File: src/rtl/efuse_ctrl.sv
// Sequencer for the LN05LPE 10k x 40b eFUSE wrapper: turns read/program commands into
// CSB/LOAD/PGENB/PSM/STROBE timing and returns exactly one response per command.
module efuse_ctrl #(
    parameter int unsigned EFUSE_ADDR_W = 14,
    parameter int unsigned EFUSE_DEPTH  = 10240,
    parameter int unsigned SETUP_CYC    = 2,
    parameter int unsigned RD_STRB_CYC  = 4,
    parameter int unsigned PG_STRB_CYC  = 200,
    parameter int unsigned PSM_CYC      = 50,
    parameter int unsigned HOLD_CYC     = 2,
    parameter int unsigned CNT_W        = 16
) (
    input  logic                    i_clk,
    input  logic                    i_rst,
    input  logic                    i_req_valid,
    output logic                    o_req_ready,
    input  logic                    i_req_prog,
    input  logic [EFUSE_ADDR_W-1:0] i_req_addr,
    input  logic                    i_prog_unlock,
    input  logic [1:0]              i_pmr,
    output logic                    o_rsp_valid,
    output logic                    o_rsp_err,
    output logic [39:0]             o_rsp_data,
    output logic                    o_busy,
    output logic                    o_efuse_csb,
    output logic                    o_efuse_strobe,
    output logic                    o_efuse_load,
    output logic                    o_efuse_pgenb,
    output logic                    o_efuse_psm,
    output logic [EFUSE_ADDR_W-1:0] o_efuse_a,
    output logic [1:0]              o_efuse_pmr,
    input  logic [39:0]             i_efuse_q
);

    typedef enum logic [2:0] {
        S_IDLE,
        S_PWRUP,
        S_SETUP,
        S_STROBE,
        S_HOLD,
        S_RESP
    } state_t;

    // Counter reload values: a state loaded with N-1 lasts exactly N cycles.
    localparam logic [CNT_W-1:0] SETUP_LD = CNT_W'(SETUP_CYC - 1);
    localparam logic [CNT_W-1:0] RD_LD    = CNT_W'(RD_STRB_CYC - 1);
    localparam logic [CNT_W-1:0] PG_LD    = CNT_W'(PG_STRB_CYC - 1);
    localparam logic [CNT_W-1:0] PSM_LD   = CNT_W'(PSM_CYC - 1);
    localparam logic [CNT_W-1:0] HOLD_LD  = CNT_W'(HOLD_CYC - 1);
    localparam logic [CNT_W-1:0] CNT_ONE  = CNT_W'(1);

    state_t                  state, state_d;
    logic [CNT_W-1:0]        cnt, cnt_d;
    logic                    prog_q, prog_d;
    logic                    err_q, err_d;
    logic [39:0]             data_q, data_d;

    logic                    csb_d, strobe_d, load_d, pgenb_d, psm_d;
    logic [EFUSE_ADDR_W-1:0] a_d;
    logic [1:0]              pmr_d;
    logic                    rsp_valid_d, rsp_err_d;
    logic [39:0]             rsp_data_d;

    logic                    accept;
    logic                    bad_cmd;
    logic                    cnt_done;

    assign o_req_ready = (state == S_IDLE) && !i_rst;
    assign o_busy      = (state != S_IDLE);
    assign accept      = i_req_valid && o_req_ready;
    assign cnt_done    = (cnt == '0);
    assign bad_cmd     = (32'(i_req_addr) >= EFUSE_DEPTH) || (i_req_prog && !i_prog_unlock);

    always_ff @(posedge i_clk) begin
        if (i_rst) begin
            state          <= S_IDLE;
            cnt            <= '0;
            prog_q         <= 1'b0;
            err_q          <= 1'b0;
            data_q         <= '0;
            o_efuse_csb    <= 1'b1;
            o_efuse_strobe <= 1'b0;
            o_efuse_load   <= 1'b1;
            o_efuse_pgenb  <= 1'b1;
            o_efuse_psm    <= 1'b0;
            o_efuse_a      <= '0;
            o_efuse_pmr    <= '0;
            o_rsp_valid    <= 1'b0;
            o_rsp_err      <= 1'b0;
            o_rsp_data     <= '0;
        end else begin
            state          <= state_d;
            cnt            <= cnt_d;
            prog_q         <= prog_d;
            err_q          <= err_d;
            data_q         <= data_d;
            o_efuse_csb    <= csb_d;
            o_efuse_strobe <= strobe_d;
            o_efuse_load   <= load_d;
            o_efuse_pgenb  <= pgenb_d;
            o_efuse_psm    <= psm_d;
            o_efuse_a      <= a_d;
            o_efuse_pmr    <= pmr_d;
            o_rsp_valid    <= rsp_valid_d;
            o_rsp_err      <= rsp_err_d;
            o_rsp_data     <= rsp_data_d;
        end
    end

    // Pin values are computed one cycle ahead so every macro control leaves a flop.
    always_comb begin
        state_d     = state;
        cnt_d       = cnt;
        prog_d      = prog_q;
        err_d       = err_q;
        data_d      = data_q;
        csb_d       = o_efuse_csb;
        strobe_d    = o_efuse_strobe;
        load_d      = o_efuse_load;
        pgenb_d     = o_efuse_pgenb;
        psm_d       = o_efuse_psm;
        a_d         = o_efuse_a;
        pmr_d       = o_efuse_pmr;
        rsp_valid_d = 1'b0;
        rsp_err_d   = o_rsp_err;
        rsp_data_d  = o_rsp_data;

        case (state)
            S_IDLE: begin
                if (accept) begin
                    prog_d = i_req_prog;
                    data_d = '0;
                    if (bad_cmd) begin
                        // Rejected commands never touch the macro pins.
                        err_d   = 1'b1;
                        state_d = S_RESP;
                    end else begin
                        err_d = 1'b0;
                        a_d   = i_req_addr;
                        pmr_d = i_pmr;
                        csb_d = 1'b0;
                        if (i_req_prog) begin
                            load_d  = 1'b0;
                            psm_d   = 1'b1;
                            pgenb_d = 1'b1;
                            cnt_d   = PSM_LD;
                            state_d = S_PWRUP;
                        end else begin
                            load_d  = 1'b1;
                            psm_d   = 1'b0;
                            pgenb_d = 1'b1;
                            cnt_d   = SETUP_LD;
                            state_d = S_SETUP;
                        end
                    end
                end
            end
            S_PWRUP: begin
                if (cnt_done) begin
                    // PSM has settled; PGENB may now fall with LOAD low and CSB low.
                    pgenb_d = 1'b0;
                    cnt_d   = SETUP_LD;
                    state_d = S_SETUP;
                end else begin
                    cnt_d = cnt - CNT_ONE;
                end
            end
            S_SETUP: begin
                if (cnt_done) begin
                    strobe_d = 1'b1;
                    cnt_d    = prog_q ? PG_LD : RD_LD;
                    state_d  = S_STROBE;
                end else begin
                    cnt_d = cnt - CNT_ONE;
                end
            end
            S_STROBE: begin
                if (cnt_done) begin
                    if (!prog_q) begin
                        data_d = i_efuse_q;
                    end
                    strobe_d = 1'b0;
                    cnt_d    = HOLD_LD;
                    state_d  = S_HOLD;
                end else begin
                    cnt_d = cnt - CNT_ONE;
                end
            end
            S_HOLD: begin
                if (cnt_done) begin
                    csb_d   = 1'b1;
                    load_d  = 1'b1;
                    pgenb_d = 1'b1;
                    psm_d   = 1'b0;
                    state_d = S_RESP;
                end else begin
                    cnt_d = cnt - CNT_ONE;
                end
            end
            S_RESP: begin
                rsp_valid_d = 1'b1;
                rsp_err_d   = err_q;
                rsp_data_d  = data_q;
                state_d     = S_IDLE;
            end
            default: begin
                state_d = S_IDLE;
            end
        endcase
    end

endmodule

File: config.mk
export PLATFORM = sky130hd
export DESIGN_NAME = efuse_ctrl
export DESIGN_NICKNAME = d
export VERILOG_FILES = /design/src/rtl/efuse_ctrl.sv
export SDC_FILE = /design/constraint.sdc
export NUM_CORES = 1
export LEC_CHECK = 0
export ABC_AREA = 1
export CORE_ASPECT_RATIO = 0.7
export CORE_MARGIN = 2
export CORE_UTILIZATION = 55
export DETAILED_ROUTE_END_ITERATION = 10
export DONT_BUFFER_PORTS = 1
export PLACE_DENSITY = 0.7
export SYNTH_ARGS = -nofsm -noshare
export SYNTH_HDL_FRONTEND = slang
export SYNTH_SLANG_ARGS = --single-unit
export TNS_END_PERCENT = 20
File: constraint.sdc
create_clock -name i_clk -period 2.1 [get_ports i_clk]
set_input_delay 0.525 -clock i_clk [delete_from_list [all_inputs] [get_ports i_clk]]
set_output_delay 0.525 -clock i_clk [all_outputs]
set_load 0.02 [all_outputs]
After elaboration in Yosys (flattened, before gate mapping):

Cells that the tools add are included.

* register bits after elaboration: 124
* input port bits: 61
* output and inout port bits: 65
* logic and storage cells: 93

* add/sub/neg operators: 1
* order comparisons: 1
* eq/ne operators: 13
* muxes and demuxes: 39
* bitwise gates (word level): 1
* reduce and logical (&&, ||, !) cells: 23

Operator list (number)
* 40-bit 2-to-1 mux: 3
* 16-bit 2-to-1 mux: 5
* 40-bit case mux with 2 select lines: 1
* 16-bit case mux with 4 select lines: 1
* 3-bit 2-to-1 mux: 6
* 16-bit logical NOT: 1
* 2-bit != test (second input constant): 8
* 16-bit by 1-bit subtractor with 16-bit output (second input constant): 1
* 3-bit case mux with 5 select lines: 1
* 14-bit >= comparator (second input constant): 1
* 1-bit 2-to-1 mux: 14
* 4-bit AND reduction: 3
* 5-bit AND reduction: 2
* 8-bit 2-to-1 mux: 1
* 1-bit case mux with 2 select lines: 4
* 3-bit by 2-bit == test with 1-bit output (second input constant): 2
* 3-bit == test (second input constant): 2
* 6-bit 2-to-1 mux: 1
* 3-bit AND reduction: 2
* 2-bit nonzero test: 3
* 3-bit nonzero test: 2
* 4-bit nonzero test: 1
* 3-bit by 1-bit == test with 1-bit output (second input constant): 1
* 1-bit logical AND: 3
* 8 further kinds: 9

Logic depth before layout (Yosys ltp):

* depth in word-level cells: 6
* gate-level depth with buffers: 11
* mapped depth without buffers: 11

Worst setup path after synthesis:

No wires, ideal clock.

* kind: input to register
* start point: input port i_req_addr[11]
* end point: register cnt[12]
* setup time: 0.120 ns
* arrival: 1.606 ns
* required time: 1.980 ns
* slack: 0.375 ns
* cell stages on the path: 9
* buffers on the path: 1
* cell sequence: o21ai_0 o21ai_0 nand2_1 nand2_2 nor2_4 buf_4 nand4_1 nand2_1 nor2_1

* longest elaborated chain between the ends: 4

Ends and longest elaborated chain
* from (decl): line 18 `input logic [EFUSE_ADDR_W-1:0] i_req_addr,`
* 14-bit >= comparator: line 72 `assign bad_cmd = (32'(i_req_addr) >= EFUSE_DEPTH) || (i_req_prog && !i_prog_unlock);`
* 1-bit logical OR: line 72
* 2-bit != test (no line)
* 4-bit AND reduction (no line)
* to (signal assigned): line 93 `cnt <= cnt_d;`
* to (decl): line 53 `logic [CNT_W-1:0] cnt, cnt_d;`

No other way between the ends.
A chain may end at the register's enable or synchronous reset.

Worst setup path in the final report:

* start point: register cnt[0]
* end point: register data_q[39]

* longest elaborated chain between the ends: 3

Ends and longest elaborated chain
* 16-bit logical NOT: line 71 `assign cnt_done = (cnt == '0);`
* 2-bit != test (no line)
* 4-bit AND reduction (no line)
* to (signal assigned): line 96 `data_q <= data_d;`
* to (decl): line 56 `logic [39:0] data_q, data_d;`

No other way between the ends.

==> results by stage <==
Pwr:
- The design draws 8.542 mW.
- For this design the ratio of total power to cell area is 1475 nW/um^2.
- The peak supply drop is 0.8743 mV.
- Summed over all cells, the static leakage comes to 2.294 nW.

Worst setup path:
- The kind of end point of the critical path is a flop.
- The critical path's largest stage delay is 0.31 ns.
- The start-to-end type of the worst setup path is reg -> reg.
- The arrival time of the worst setup path is 2.31 ns.
- The largest fanout on the critical path is 10.
- The length in cells of the worst reg-to-reg path is 12.
- STA puts the critical path data required time at 2.43 ns.
- On the critical path the largest part of the delay comes from simple AND/OR/NAND/NOR gates.
- The worst register-to-register path begins at cnt[0].
- The number of buffers and inverters on the critical path is 4.
- The critical path goes through inv_1, ha_2, nand2_2, nor2_2, nand3_2, inv_1, nand2_1, nor2_4, buf_12, clkbuf_16, nand2_1, a21oi_1.
- The endpoint identified for the worst register-to-register timing path is data_q[39].
- The critical path's slowest cell is sky130_fd_sc_hd__dfxtp_1.
- The slack of the worst reg-to-reg path is 0.12 ns.
- The worst setup path is launched from a flop.

Floorplanning:
- The standard cell core area is 8962 um^2.
- From bottom edge to top edge, the die measures 83.79 um.
- The die covers 9886 um^2.
- In this run the horizontal extent of the chip is 118.0 um.
- The number of placement rows is 29.
- Once the floorplan was initialized, standard cells occupied 55.81% of the core.
- For this design the top-level I/O count stands at 126.

Clock network:
- The total clock sinks is 124.
- The maximum clock insertion buffer count is 2.
- The number of CTS-inserted buffers is 17.
- The number of levels in the clock H-tree is 4.
- The cell at the root of the clock tree is sky130_fd_sc_hd__clkbuf_16.
- The quantity of hold-fixing buffers added after cts is 0.
- TritonCTS built the clock tree.
- The later-pin clock latency in the skew report is 0.41 ns.
- The clock slew seen by the registers of the worst setup and hold paths is 0.05 ns.

Logic synthesis:
- The summed instance area of the synthesized netlist is 5002 um^2.
- The most used flip-flop cell after synthesis is sky130_fd_sc_hd__dfxtp_1.
- The count of yosys warnings during synthesis is 0.
- The number of flops mapped to enable cells by yosys is 0.
- The number of nets in the synthesized netlist is 749.
- Summing the areas of all compound-gate instances in the mapped netlist gives 17.63% of the synthesized area.
- Yosys mapped the design onto 28 distinct sky130hd cell types.
- The post-synthesis share of cell area spent on and, or, nand and nor gates is 22.71%.
- Averaged over all synthesized cells, the footprint is 7.281 um^2.
- By area, the combinational part of the netlist is dominated by simple AND/OR/NAND/NOR gates.
- The synthesized netlist devotes 0.2501% of its cell area to adder and majority cells.
- Of all flip-flops after synthesis, the portion carrying an async set or reset was 0%.
- The share of synthesized area spent on multiplexers is 0%.
- The synthesized design contains 124 register bits.
- The xor-xnor portion of the synthesized cell area is 0.5253%.
- The number of instances in the synthesized netlist is 687.
- The portion of the post-synthesis area used by sequential elements is 49.62%.

STA:
- The final critical path time including I/O delays and setup is 1.979 ns.
- The number of failing setup endpoints in the final timing report is 0.
- The worst hold margin is 0.1856 ns.
- The transition time of the tightest slew-check pin is 0.5781 ns.
- The number of failing hold endpoints at the final stage is 0.
- The number of max-slew violations in the final report is 0.
- Dividing the final minimum period by the clock period gives 94.26%.
- Once routing completed, OpenROAD measured the worst setup slack at 0.1205 ns.
- The fmax is 505.2 MHz.
- For the final routed database, the setup TNS stands at 0 ns.
- The worst pin sits at a relative slew slack of 61.16%.
- Clock skew on the completed layout was measured at 0.01129 ns.

Min path:
- The launch instance of the worst min-delay path is i_rst.
- The worst min-delay path category is in -> reg.
- The cell depth of the worst min-delay path is 1.
- The worst hold endpoint is data_q[9].

Finish:
- Once layout is done, the placed cells without fillers occupy 5792 um^2.
- Leaving out fill and tap cells, the most frequent cell in the layout is sky130_fd_sc_hd__nand2_1.
- Measured on the finished design, the core utilization comes to 64.62%.
- The layout-stage area growth over the synthesis result is 15.78%.
- The share of final-layout standard cells stronger than drive strength 1 is 10.47%.
- The total inserted antenna cells is 0.
- The total number of nets in the final design is 757.
- Leaving out fill and tap cells, the most frequent cells in the layout are sky130_fd_sc_hd__nand2_1, sky130_fd_sc_hd__dfxtp_1, sky130_fd_sc_hd__a21oi_1, sky130_fd_sc_hd__inv_1, sky130_fd_sc_hd__nor2_1.
- For this run, the number of standard cells in the final layout without fillers is 831.

Routing:
- The per-cell via count in the routed design is 5.245.
- The final layout contains routed wiring with a total length of 12210 um.
- The number of routed nets with antenna violations is 0.
- The average wire per cell in the routed design is 14.69 um.
- For this run, the detailed router's first-pass iteration total came to 5.
- The DRC violation count after routing is 0.
- The count of routing violations after the opening detailed-route iteration is 284.
- The final route contains 4359 vias.

Place:
- Routability-driven placement finished with a final weighted congestion of 0.9017.
- The count of input and output buffers is 0.
- The placed instances occupy a cell area of 5181 um^2.
- The sum of net half-perimeters after detailed placement is 7988 um.
- Including well taps, the total number of placed cells is 795.
- The worst slack after detailed placement is 0.08512 ns.

GRT:
- Global routing consumed, over all layers together, 24.07% of the routing resources.
- Entering global routing, the biggest net connects 53 pins.
- The via count of the first global-routing pass is 4108.
- The number of antenna violations at the first check in global routing is 0.
- The remaining global-route overflow is 0.
- The first global-routing pass estimated 18990 um of wire.

Job:
- Across the run, the number of max-cap violations was 0.

Run status:
- The flow ran to the end, and the final reports show no timing, DRC or antenna violations.
## report_power, final
group / leakage (nW) / switching, mW / internal, mW
logic: 1.04 / 2.00 / 1.02
registers: 1.00 / 0.363 / 2.63
clock network: 0.252 / 0.979 / 1.55
## cell families after synthesis
family | count (synthesis)
buf+inv | 112
flops | 124
compound gates | 173
xor+xnor | 3
simple gates | 274
fa+ha+maj | 1
## synthesized netlist by cell type (5+ instances only)
| library cell | n | area [um^2] |
|---|---|---|
| sky130_fd_sc_hd__o21ai_0 | 70 | 350.3 |
| sky130_fd_sc_hd__nand4_1 | 5 | 31.28 |
| sky130_fd_sc_hd__dfxtp_1 | 124 | 2482 |
| sky130_fd_sc_hd__buf_2 | 6 | 30.03 |
| sky130_fd_sc_hd__nor2_1 | 71 | 266.5 |
| sky130_fd_sc_hd__clkbuf_1 | 20 | 75.07 |
| sky130_fd_sc_hd__a21oi_1 | 96 | 480.5 |
| sky130_fd_sc_hd__inv_1 | 72 | 270.3 |
| sky130_fd_sc_hd__inv_2 | 6 | 22.52 |
| sky130_fd_sc_hd__nand3_1 | 21 | 105.1 |
| sky130_fd_sc_hd__nand2_1 | 159 | 596.8 |
## timing repair
item / in CTS / in global routing
gates resized for setup: 0 / 2
setup endpoints to repair: 0 / 17
setup buffers: 0 / 1
## worst reg2reg max path: stages, from the launching register on
cell                        delay [ns]
sky130_fd_sc_hd__dfxtp_1          0.31
sky130_fd_sc_hd__inv_1            0.09
sky130_fd_sc_hd__ha_2             0.20
sky130_fd_sc_hd__nand2_2          0.10
sky130_fd_sc_hd__nor2_2           0.16
sky130_fd_sc_hd__nand3_2          0.15
sky130_fd_sc_hd__inv_1            0.12
sky130_fd_sc_hd__nand2_1          0.11
sky130_fd_sc_hd__nor2_4           0.15
sky130_fd_sc_hd__buf_12           0.14
sky130_fd_sc_hd__clkbuf_16        0.17
sky130_fd_sc_hd__nand2_1          0.06
sky130_fd_sc_hd__a21oi_1          0.17
## layer usage
metal	routed length (um)	track usage, %	vias to the layer above
li1	-	-	2208
met1	5780	30.25	2009
met2	5346	37.68	126
met3	916	9.495	16
met4	167	8.653	0
met5	0	0	-
## final cells by class
cell class,instances,area (um^2)
fillers,819,3171
inverters,78,292.8
multi-input cells,451,2071
well taps,124,155.1
flip-flops and latches,124,2482
clock buffers,23,467.9
repair buffers,23,277.8
clock inverters,8,45.04
## state kept, by name, summed over array words and instances (netlist names), 2 cells and up
name and cells:
data_q 40, o_rsp_data 40, cnt 16, o_efuse_a 14
state 3, o_efuse_pmr 2
## worst max-delay path by stage
stage	depth (start not counted)	start	slack (ns)	endpoint
6_report	12	cnt[0]	0.12	data_q[39]
3_3_place_gp	10	i_req_addr[11]	0.17	cnt[3]
4_1_cts	11	cnt[0]	0.14	data_q[7]
5_1_grt	12	cnt[0]	-0.02	data_q[39]
2_1_floorplan	9	i_req_addr[11]	0.37	cnt[12]
3_5_place_dp	9	i_req_addr[11]	0.09	cnt[8]
No activity file was read; power rests on OpenSTA's default activity.
